File: config.mk
export PLATFORM = sky130hd
export DESIGN_NAME = key_conditioner
export DESIGN_NICKNAME = d
export VERILOG_FILES = /design/src/rtl/key_conditioner.sv
export SDC_FILE = /design/constraint.sdc
export NUM_CORES = 1
export LEC_CHECK = 0
export ABC_AREA = 0
export BUFFER_PORTS_ARGS = -buffer_cell sky130_fd_sc_hd__buf_4
export CORE_MARGIN = 1.5
export CORE_UTILIZATION = 55
export DETAILED_ROUTE_END_ITERATION = 12
export PLACE_DENSITY = 0.74
export SYNTH_ARGS = -nofsm -noshare
export SYNTH_HDL_FRONTEND = slang
export SYNTH_SLANG_ARGS = --single-unit
File: constraint.sdc
create_clock -name iCLK_50 -period 2.3 [get_ports iCLK_50]
set_input_delay 0.345 -clock iCLK_50 [delete_from_list [all_inputs] [get_ports iCLK_50]]
set_output_delay 0.345 -clock iCLK_50 [all_outputs]
set_load 0.01 [all_outputs]
File: src/rtl/key_conditioner.sv
// key_conditioner: debounces four active-low push-buttons and qualifies the
// slide-switch clock divisor before they reach the clock interface.
module key_conditioner #(
    parameter int unsigned DEBOUNCE = 500000,
    parameter logic [7:0]  FDIV_RST = 8'd4
) (
    input  logic       iCLK_50,
    input  logic       iRST_n,
    input  logic [3:0] iKEY,
    input  logic [7:0] iSW,
    output logic [3:0] oKEY,
    output logic [3:0] oPress,
    output logic [3:0] oRelease,
    output logic [7:0] oFDIV,
    output logic       oFDIVUpd
);
    localparam int unsigned NKEY  = 4;
    localparam int unsigned SW_W  = 8;
    localparam int unsigned CNT_W = 20;
    localparam logic [CNT_W-1:0] CNT_LAST = CNT_W'(DEBOUNCE - 1);
    localparam logic [CNT_W-1:0] CNT_PRE  = CNT_W'(DEBOUNCE - 2);
    localparam logic [CNT_W-1:0] CNT_ONE  = CNT_W'(1);

    typedef enum logic [1:0] {
        UP     = 2'd0,
        CHK_DN = 2'd1,
        DN     = 2'd2,
        CHK_UP = 2'd3
    } key_state_e;

    // Synchronizer stages
    logic [NKEY-1:0] key_meta_q, key_s_q;
    logic [SW_W-1:0] sw_meta_q, sw_s_q;

    // Key debouncers
    key_state_e      state_q [NKEY];
    key_state_e      state_d [NKEY];
    logic [CNT_W-1:0] cnt_q  [NKEY];
    logic [CNT_W-1:0] cnt_d  [NKEY];
    logic [NKEY-1:0] okey_q, okey_d;
    logic [NKEY-1:0] press_q, press_d;
    logic [NKEY-1:0] release_q, release_d;

    // Switch qualifier
    logic [SW_W-1:0]  last_q, last_d;
    logic [CNT_W-1:0] sw_cnt_q, sw_cnt_d;
    logic [SW_W-1:0]  fdiv_q, fdiv_d;
    logic             fdiv_upd_q, fdiv_upd_d;
    logic [SW_W-1:0]  fdiv_v;

    // Two-flop synchronizers; keys idle released, switches idle at the reset divisor
    always_ff @(posedge iCLK_50 or negedge iRST_n) begin
        if (!iRST_n) begin
            key_meta_q <= '1;
            key_s_q    <= '1;
            sw_meta_q  <= FDIV_RST;
            sw_s_q     <= FDIV_RST;
        end else begin
            key_meta_q <= iKEY;
            key_s_q    <= key_meta_q;
            sw_meta_q  <= iSW;
            sw_s_q     <= sw_meta_q;
        end
    end

    // Per-key state, counter and registered outputs
    always_ff @(posedge iCLK_50 or negedge iRST_n) begin
        if (!iRST_n) begin
            for (int unsigned k = 0; k < NKEY; k++) begin
                state_q[k] <= UP;
                cnt_q[k]   <= '0;
            end
            okey_q    <= '1;
            press_q   <= '0;
            release_q <= '0;
        end else begin
            for (int unsigned k = 0; k < NKEY; k++) begin
                state_q[k] <= state_d[k];
                cnt_q[k]   <= cnt_d[k];
            end
            okey_q    <= okey_d;
            press_q   <= press_d;
            release_q <= release_d;
        end
    end

    // Per-key debounce FSM: a new level must survive DEBOUNCE checks before it is accepted
    always_comb begin
        for (int unsigned k = 0; k < NKEY; k++) begin
            state_d[k] = state_q[k];
            cnt_d[k]   = cnt_q[k];
        end
        okey_d    = okey_q;
        press_d   = '0;
        release_d = '0;
        for (int unsigned k = 0; k < NKEY; k++) begin
            unique case (state_q[k])
                UP: begin
                    if (!key_s_q[k]) begin
                        state_d[k] = CHK_DN;
                        cnt_d[k]   = '0;
                    end
                end
                CHK_DN: begin
                    if (key_s_q[k]) begin
                        state_d[k] = UP;
                        cnt_d[k]   = '0;
                    end else if (cnt_q[k] == CNT_LAST) begin
                        state_d[k] = DN;
                        cnt_d[k]   = '0;
                        okey_d[k]  = 1'b0;
                        press_d[k] = 1'b1;
                    end else begin
                        cnt_d[k] = cnt_q[k] + CNT_ONE;
                    end
                end
                DN: begin
                    if (key_s_q[k]) begin
                        state_d[k] = CHK_UP;
                        cnt_d[k]   = '0;
                    end
                end
                CHK_UP: begin
                    if (!key_s_q[k]) begin
                        state_d[k] = DN;
                        cnt_d[k]   = '0;
                    end else if (cnt_q[k] == CNT_LAST) begin
                        state_d[k]   = UP;
                        cnt_d[k]     = '0;
                        okey_d[k]    = 1'b1;
                        release_d[k] = 1'b1;
                    end else begin
                        cnt_d[k] = cnt_q[k] + CNT_ONE;
                    end
                end
                default: begin
                    state_d[k] = UP;
                    cnt_d[k]   = '0;
                end
            endcase
        end
    end

    // Switch qualifier registers; divisor restarts at its nonzero reset value
    always_ff @(posedge iCLK_50 or negedge iRST_n) begin
        if (!iRST_n) begin
            last_q     <= FDIV_RST;
            sw_cnt_q   <= '0;
            fdiv_q     <= FDIV_RST;
            fdiv_upd_q <= 1'b0;
        end else begin
            last_q     <= last_d;
            sw_cnt_q   <= sw_cnt_d;
            fdiv_q     <= fdiv_d;
            fdiv_upd_q <= fdiv_upd_d;
        end
    end

    // Publish the switch value once it has been stable; zero is promoted to 1
    always_comb begin
        last_d     = last_q;
        sw_cnt_d   = sw_cnt_q;
        fdiv_d     = fdiv_q;
        fdiv_upd_d = 1'b0;
        fdiv_v     = (last_q == '0) ? SW_W'(1) : last_q;
        if (sw_s_q != last_q) begin
            last_d   = sw_s_q;
            sw_cnt_d = '0;
        end else if (sw_cnt_q != CNT_LAST) begin
            sw_cnt_d = sw_cnt_q + CNT_ONE;
            if ((sw_cnt_q == CNT_PRE) && (fdiv_v != fdiv_q)) begin
                fdiv_d     = fdiv_v;
                fdiv_upd_d = 1'b1;
            end
        end
    end

    assign oKEY     = okey_q;
    assign oPress   = press_q;
    assign oRelease = release_q;
    assign oFDIV    = fdiv_q;
    assign oFDIVUpd = fdiv_upd_q;

endmodule
# Word level (Yosys, flattened, before mapping)
# Index checks and enable logic that the tools add are counted.
# totals
register_bits	161
in_bits	14
output_inout_bits	21
word_cells	202
# op_classes
n_addsub	5
n_eq_ne	52
n_mux	98
bitwise	1
reduce_logical	24
# op_table
operator	n
$mux W20	22
$pmux W20 S4	4
$add A20 B1 Y20 const B	5
$eq A20 B19 Y1 const B	5
$mux W2	24
$ne A2 B2 Y1 const B	24
$mux W1	39
$pmux W2 S4	4
$ne A3 B3 Y1 const B	8
$ne A20 B19 Y1 const B	1
$reduce_and A5 Y1	4
$eq A2 B2 Y1 const B	8
$ne A8 B8 Y1	2
$reduce_and A4 Y1	4
$reduce_bool A2 Y1	5
$eq A2 B1 Y1 const B	4
$logic_not A2 Y1	4
$logic_not A8 Y1	1
$mux W8	1
$pmux W1 S2	4
$reduce_and A2 Y1	4
$reduce_and A3 Y1	1
$logic_and A1 B1 Y1	1
$not A1 Y1	1

# Logic depth before layout (Yosys ltp)
# logic_depth
depth_word	7
ltp_mapped	7
depth_no_buf	6

# Least setup slack after synthesis
# Ideal clock, no wire load.
# synth_timing
path_type	reg-to-reg
startpoint	reg cnt_q[45] (netlist bit)
endpoint	reg cnt_q[55] (netlist bit)
setup_ps	137
arrival_time_ps	1910
required_time_ps	2163
path_slack_ps	253
stages_incl_launch_ff	8
n_path_buf	2
period_less_slack_ps	2047
cell_sequence	dfrtp_1 -> clkbuf_1 -> or4_1 -> nor3b_2 -> a21oi_1 -> clkbuf_1 -> a41oi_1 -> a31oi_1
# synth_between
elab_chain_cells	4
word_cells_on_any_way	6
cone_classes	add/sub (1); eq/ne (1); mux (4)
# synth_rtl
item	line	text
start, declared	38	logic [CNT_W-1:0] cnt_q [NKEY];
start signal, assigned by index	79	cnt_q[k] <= cnt_d[k];
$add A20 B1 Y20 or $eq A20 B19 Y1 (tied branches)	-	
$mux W20 (*)	108, 127	
$mux W20, on equally long branches	124, 105	
$pmux W20 S4 (*)	97	unique case (state_q[k])
# Mark *: on every way between the ends. The rest lies on a longest branch, timed or not.
# A chain may end at the register's enable or synchronous reset.

# Final worst setup path
# layout_timing
startpoint	reg cnt_q[20] (netlist bit)
endpoint	reg cnt_q[27] (netlist bit)
# The elaborated chain is that of the path after synthesis.

==> implementation parameters <==
Parameter                              Value

Status
  Status    finished clean

Cells and area
  Area of all placed cells without fillers    0.00891 sq mm
  Most common cell after layout, fill and taps aside    sky130_fd_sc_hd__dfrtp_1
  Share of the core filled with cells in the final layout    0.665
  Commonest cells after routing, fill and taps aside    sky130_fd_sc_hd__dfrtp_1 (145), sky130_fd_sc_hd__nand2_1 (80), sky130_fd_sc_hd__nor2_1 (58)
  Antenna diodes    0
  Filler-free cell count of the finished design    1016
  Area growth from synthesis to layout    16.5%
  Final #Nets    847
  Share of layout cells above drive strength 1    0.155

Global routing
  All-Layer GR Usage    0.238
  Number of global-route vias before repair    6016
  Number of antenna violations at the first check in global routing    0
  Global-route wire length before repair    27.8 mm
  Largest net degree at the start of global routing    60
  Total grt overflow    0

Route
  Drt pass-1 iters    6
  Drc violations    0
  Violation count after the first detailed-routing iteration    545
  Post-DRT Antenna Nets    0
  Via-to-Cell Ratio    6.09
  Routed WL per cell    15.9 um
  Routed vias    6187
  Post-Route WL    16.2 mm

Setup path
  Worst setup SP type    flop
  Count of buffer and inverter cells on the critical path    0
  Largest fanout of any net on the critical path    15
  CP Cell Sequence    ha_1, nand4_1, nor4_2, a21o_2, o21ai_0, a22o_1
  Beginning of the worst register-to-register path    cnt_q[20]
  Worst Path Class, Setup    flop to flop
  Arrival time reported for the critical path endpoint    2.47 ns
  Type of element capturing the critical path    flop
  Top delay family on crit path    compound AO/OA/AOI/OAI gates
  Max incr delay on CP    0.44 ns
  Launch point of the critical path    cnt_q[20]
  Critical Path RT    2.61 ns
  Worst reg-to-reg setup slack    0.14 ns
  Cell with the largest stage delay on the worst path    sky130_fd_sc_hd__nor4_2

Power
  Ratio of total power to cell area    795 mW/mm^2
  Worst VDD drop    522 uV
  Leakage power total    0.00375 uW

Timing
  Setup_tns    0 ns
  Fin crit share    0.939
  PnR worst setup slack    0.141 ns
  Highest clock frequency the design can meet    463 MHz
  Slew of the pin with the lowest slew margin    0.756 ns
  Clock Skews    0.00768 ns
  Max-slew violation total from the final report    0
  Final setup vio count    0
  Minimum clock period after layout    2.16 ns
  Headroom to the max-slew limit    0.491
  Setup repair after global routing missed its margin    no
  Count of endpoints failing hold in the final timing report    0

Clock network
  Insertion delay to the later sink of the worst-skew pair    0.43 ns
  # Post-CTS Setup Buffers    0
  Deepest clock path buffer count    2
  Root Buffer Master    sky130_fd_sc_hd__clkbuf_16
  Count of clock tree sinks    161
  Clock buffer count from CTS    17
  Reg clk slew, reported paths    0.07 ns
  TritonCTS clock tree    built
  H-tree levels    4

Synthesis
  Post-synth top flop    sky130_fd_sc_hd__dfrtp_1
  Number of synthesized flops with an enable pin    0
  Post-synthesis sequential element count    161
  Post-synthesis cell area    0.00765 sq mm
  Syn_nets    799
  Proportion of synthesized chip area in sequential cells    0.529
  YS warnings    0
  Synthesized instance count    779
  Proportion of synthesized flip-flops having asynchronous set or reset    1.00
  Count of cell types in the netlist    59
  Average cell area after synthesis    9.82 sq um

Floorplanning
  Initial standard-cell utilization of the core    0.571
  I/O pin count    35
  Height of the chip    121 um
  Chip Width    121 um
  Total core area    0.0134 sq mm
  Std cell rows    42
  Area of the die    0.0146 sq mm

Run
  # Max-Cap Violations    0

Hold path
  Startpoint of the lowest-slack hold path    iSW[1]
  Worst hold path class    input pin to flop

Placed design
  Number of buffers added on ports    34
  Placed cells    976
  Placed Area    0.00818 sq mm
  Final estimated routing congestion in global placement    0.890
  Worst slack after detailed placement    0.0909 ns
  Sum of net half-perimeters after detailed placement    10.6 mm
-- path summary, 6_finish.rpt --
path / end / cells after the start
setup / recovery: cnt_q[27] / 6
hold reg to reg: sw_s_q[3] / 0
min in group asynchronous: sw_s_q[6] / 2
max in group asynchronous: key_meta_q[3] / 3
hold / removal: sw_meta_q[1] / 1
setup reg to reg: cnt_q[27] / 6
-- power by group --
part | internal (uW) | switching, uW | total, uW
clock network | 1840 | 1180 | 3020
logic | 332 | 610 | 942
registers | 2960 | 155 | 3120
total | 5140 | 1950 | 7080
-- through the flow --
step,hold slack (ns),total power (uW)
finish,0.0252,7080
detailed placement,0.306,4090
global route,0.00130,7390
CTS,0.00302,7120
floorplan,0.0494,3750
global placement,0.299,4030
-- cell type report --
type	instances	area [sq um]
Clock buffer	18	429
Clock inverter	14	203
Fill cell	1029	4490
Inverter	24	90.1
Multi-Input combinational cell	561	3390
Sequential cell	161	4050
Tap cell	176	220
Timing Repair Buffer	62	527
-- logic make-up after synthesis --
group                    after synthesis  synth area share
AO/OA/AOI/OAI                        177             0.144
XOR/XNOR                              40            0.0458
adder cells (fa/ha/maj)                6           0.00982
buffers and inverters                 57            0.0296
flip-flops                           161             0.529
multiplexers                          15            0.0211
AND/OR/NAND/NOR                      323             0.220
-- cells in the mapped netlist, types with 11 or more instances --
cell type	number	area [sq um]
sky130_fd_sc_hd__dfrtp_1	145	3630
sky130_fd_sc_hd__nand2_1	80	300
sky130_fd_sc_hd__nor2_1	58	218
sky130_fd_sc_hd__nand3_1	55	275
sky130_fd_sc_hd__a21oi_1	45	225
sky130_fd_sc_hd__a31oi_1	40	250
sky130_fd_sc_hd__o21ai_0	40	200
sky130_fd_sc_hd__clkbuf_1	29	109
sky130_fd_sc_hd__xor2_1	29	254
sky130_fd_sc_hd__inv_1	24	90.1
sky130_fd_sc_hd__nand4_1	21	131
sky130_fd_sc_hd__nor3_1	19	95.1
sky130_fd_sc_hd__dfstp_2	16	420
sky130_fd_sc_hd__nor4_1	16	100
sky130_fd_sc_hd__and3_1	14	87.6
sky130_fd_sc_hd__a22o_1	12	105
sky130_fd_sc_hd__a41oi_1	12	105
sky130_fd_sc_hd__xnor2_1	11	96.3
-- metal layers --
layer  global-route usage  up-vias  wire, um  part of all wire
met1                0.321     3015      7390              0.46
met3               0.0667       31       813             0.050
li1                     -     2942         -                 -
met2                0.374      199      7760              0.48
met5                    0        -         0                 0
met4               0.0779        0       235             0.015
-- state kept, by name (all words and copies together) (netlist names), named ones only --
register / count
cnt_q: 80
sw_cnt_q: 20
last_q: 8
oFDIV: 8
sw_meta_q: 8
sw_s_q: 8
key_meta_q: 4
key_s_q: 4
oKEY: 4
oPress: 4
oRelease: 4
state_q: 4
oFDIVUpd: 1
-- timing repair --
action	4_1_cts	5_1_grt
resized for setup	0	3
hold buffers	1	7
hold endpoints to repair	37	7
endpoints found under the setup margin	0	10
Note: power is estimated with default switching activity, not from simulation.
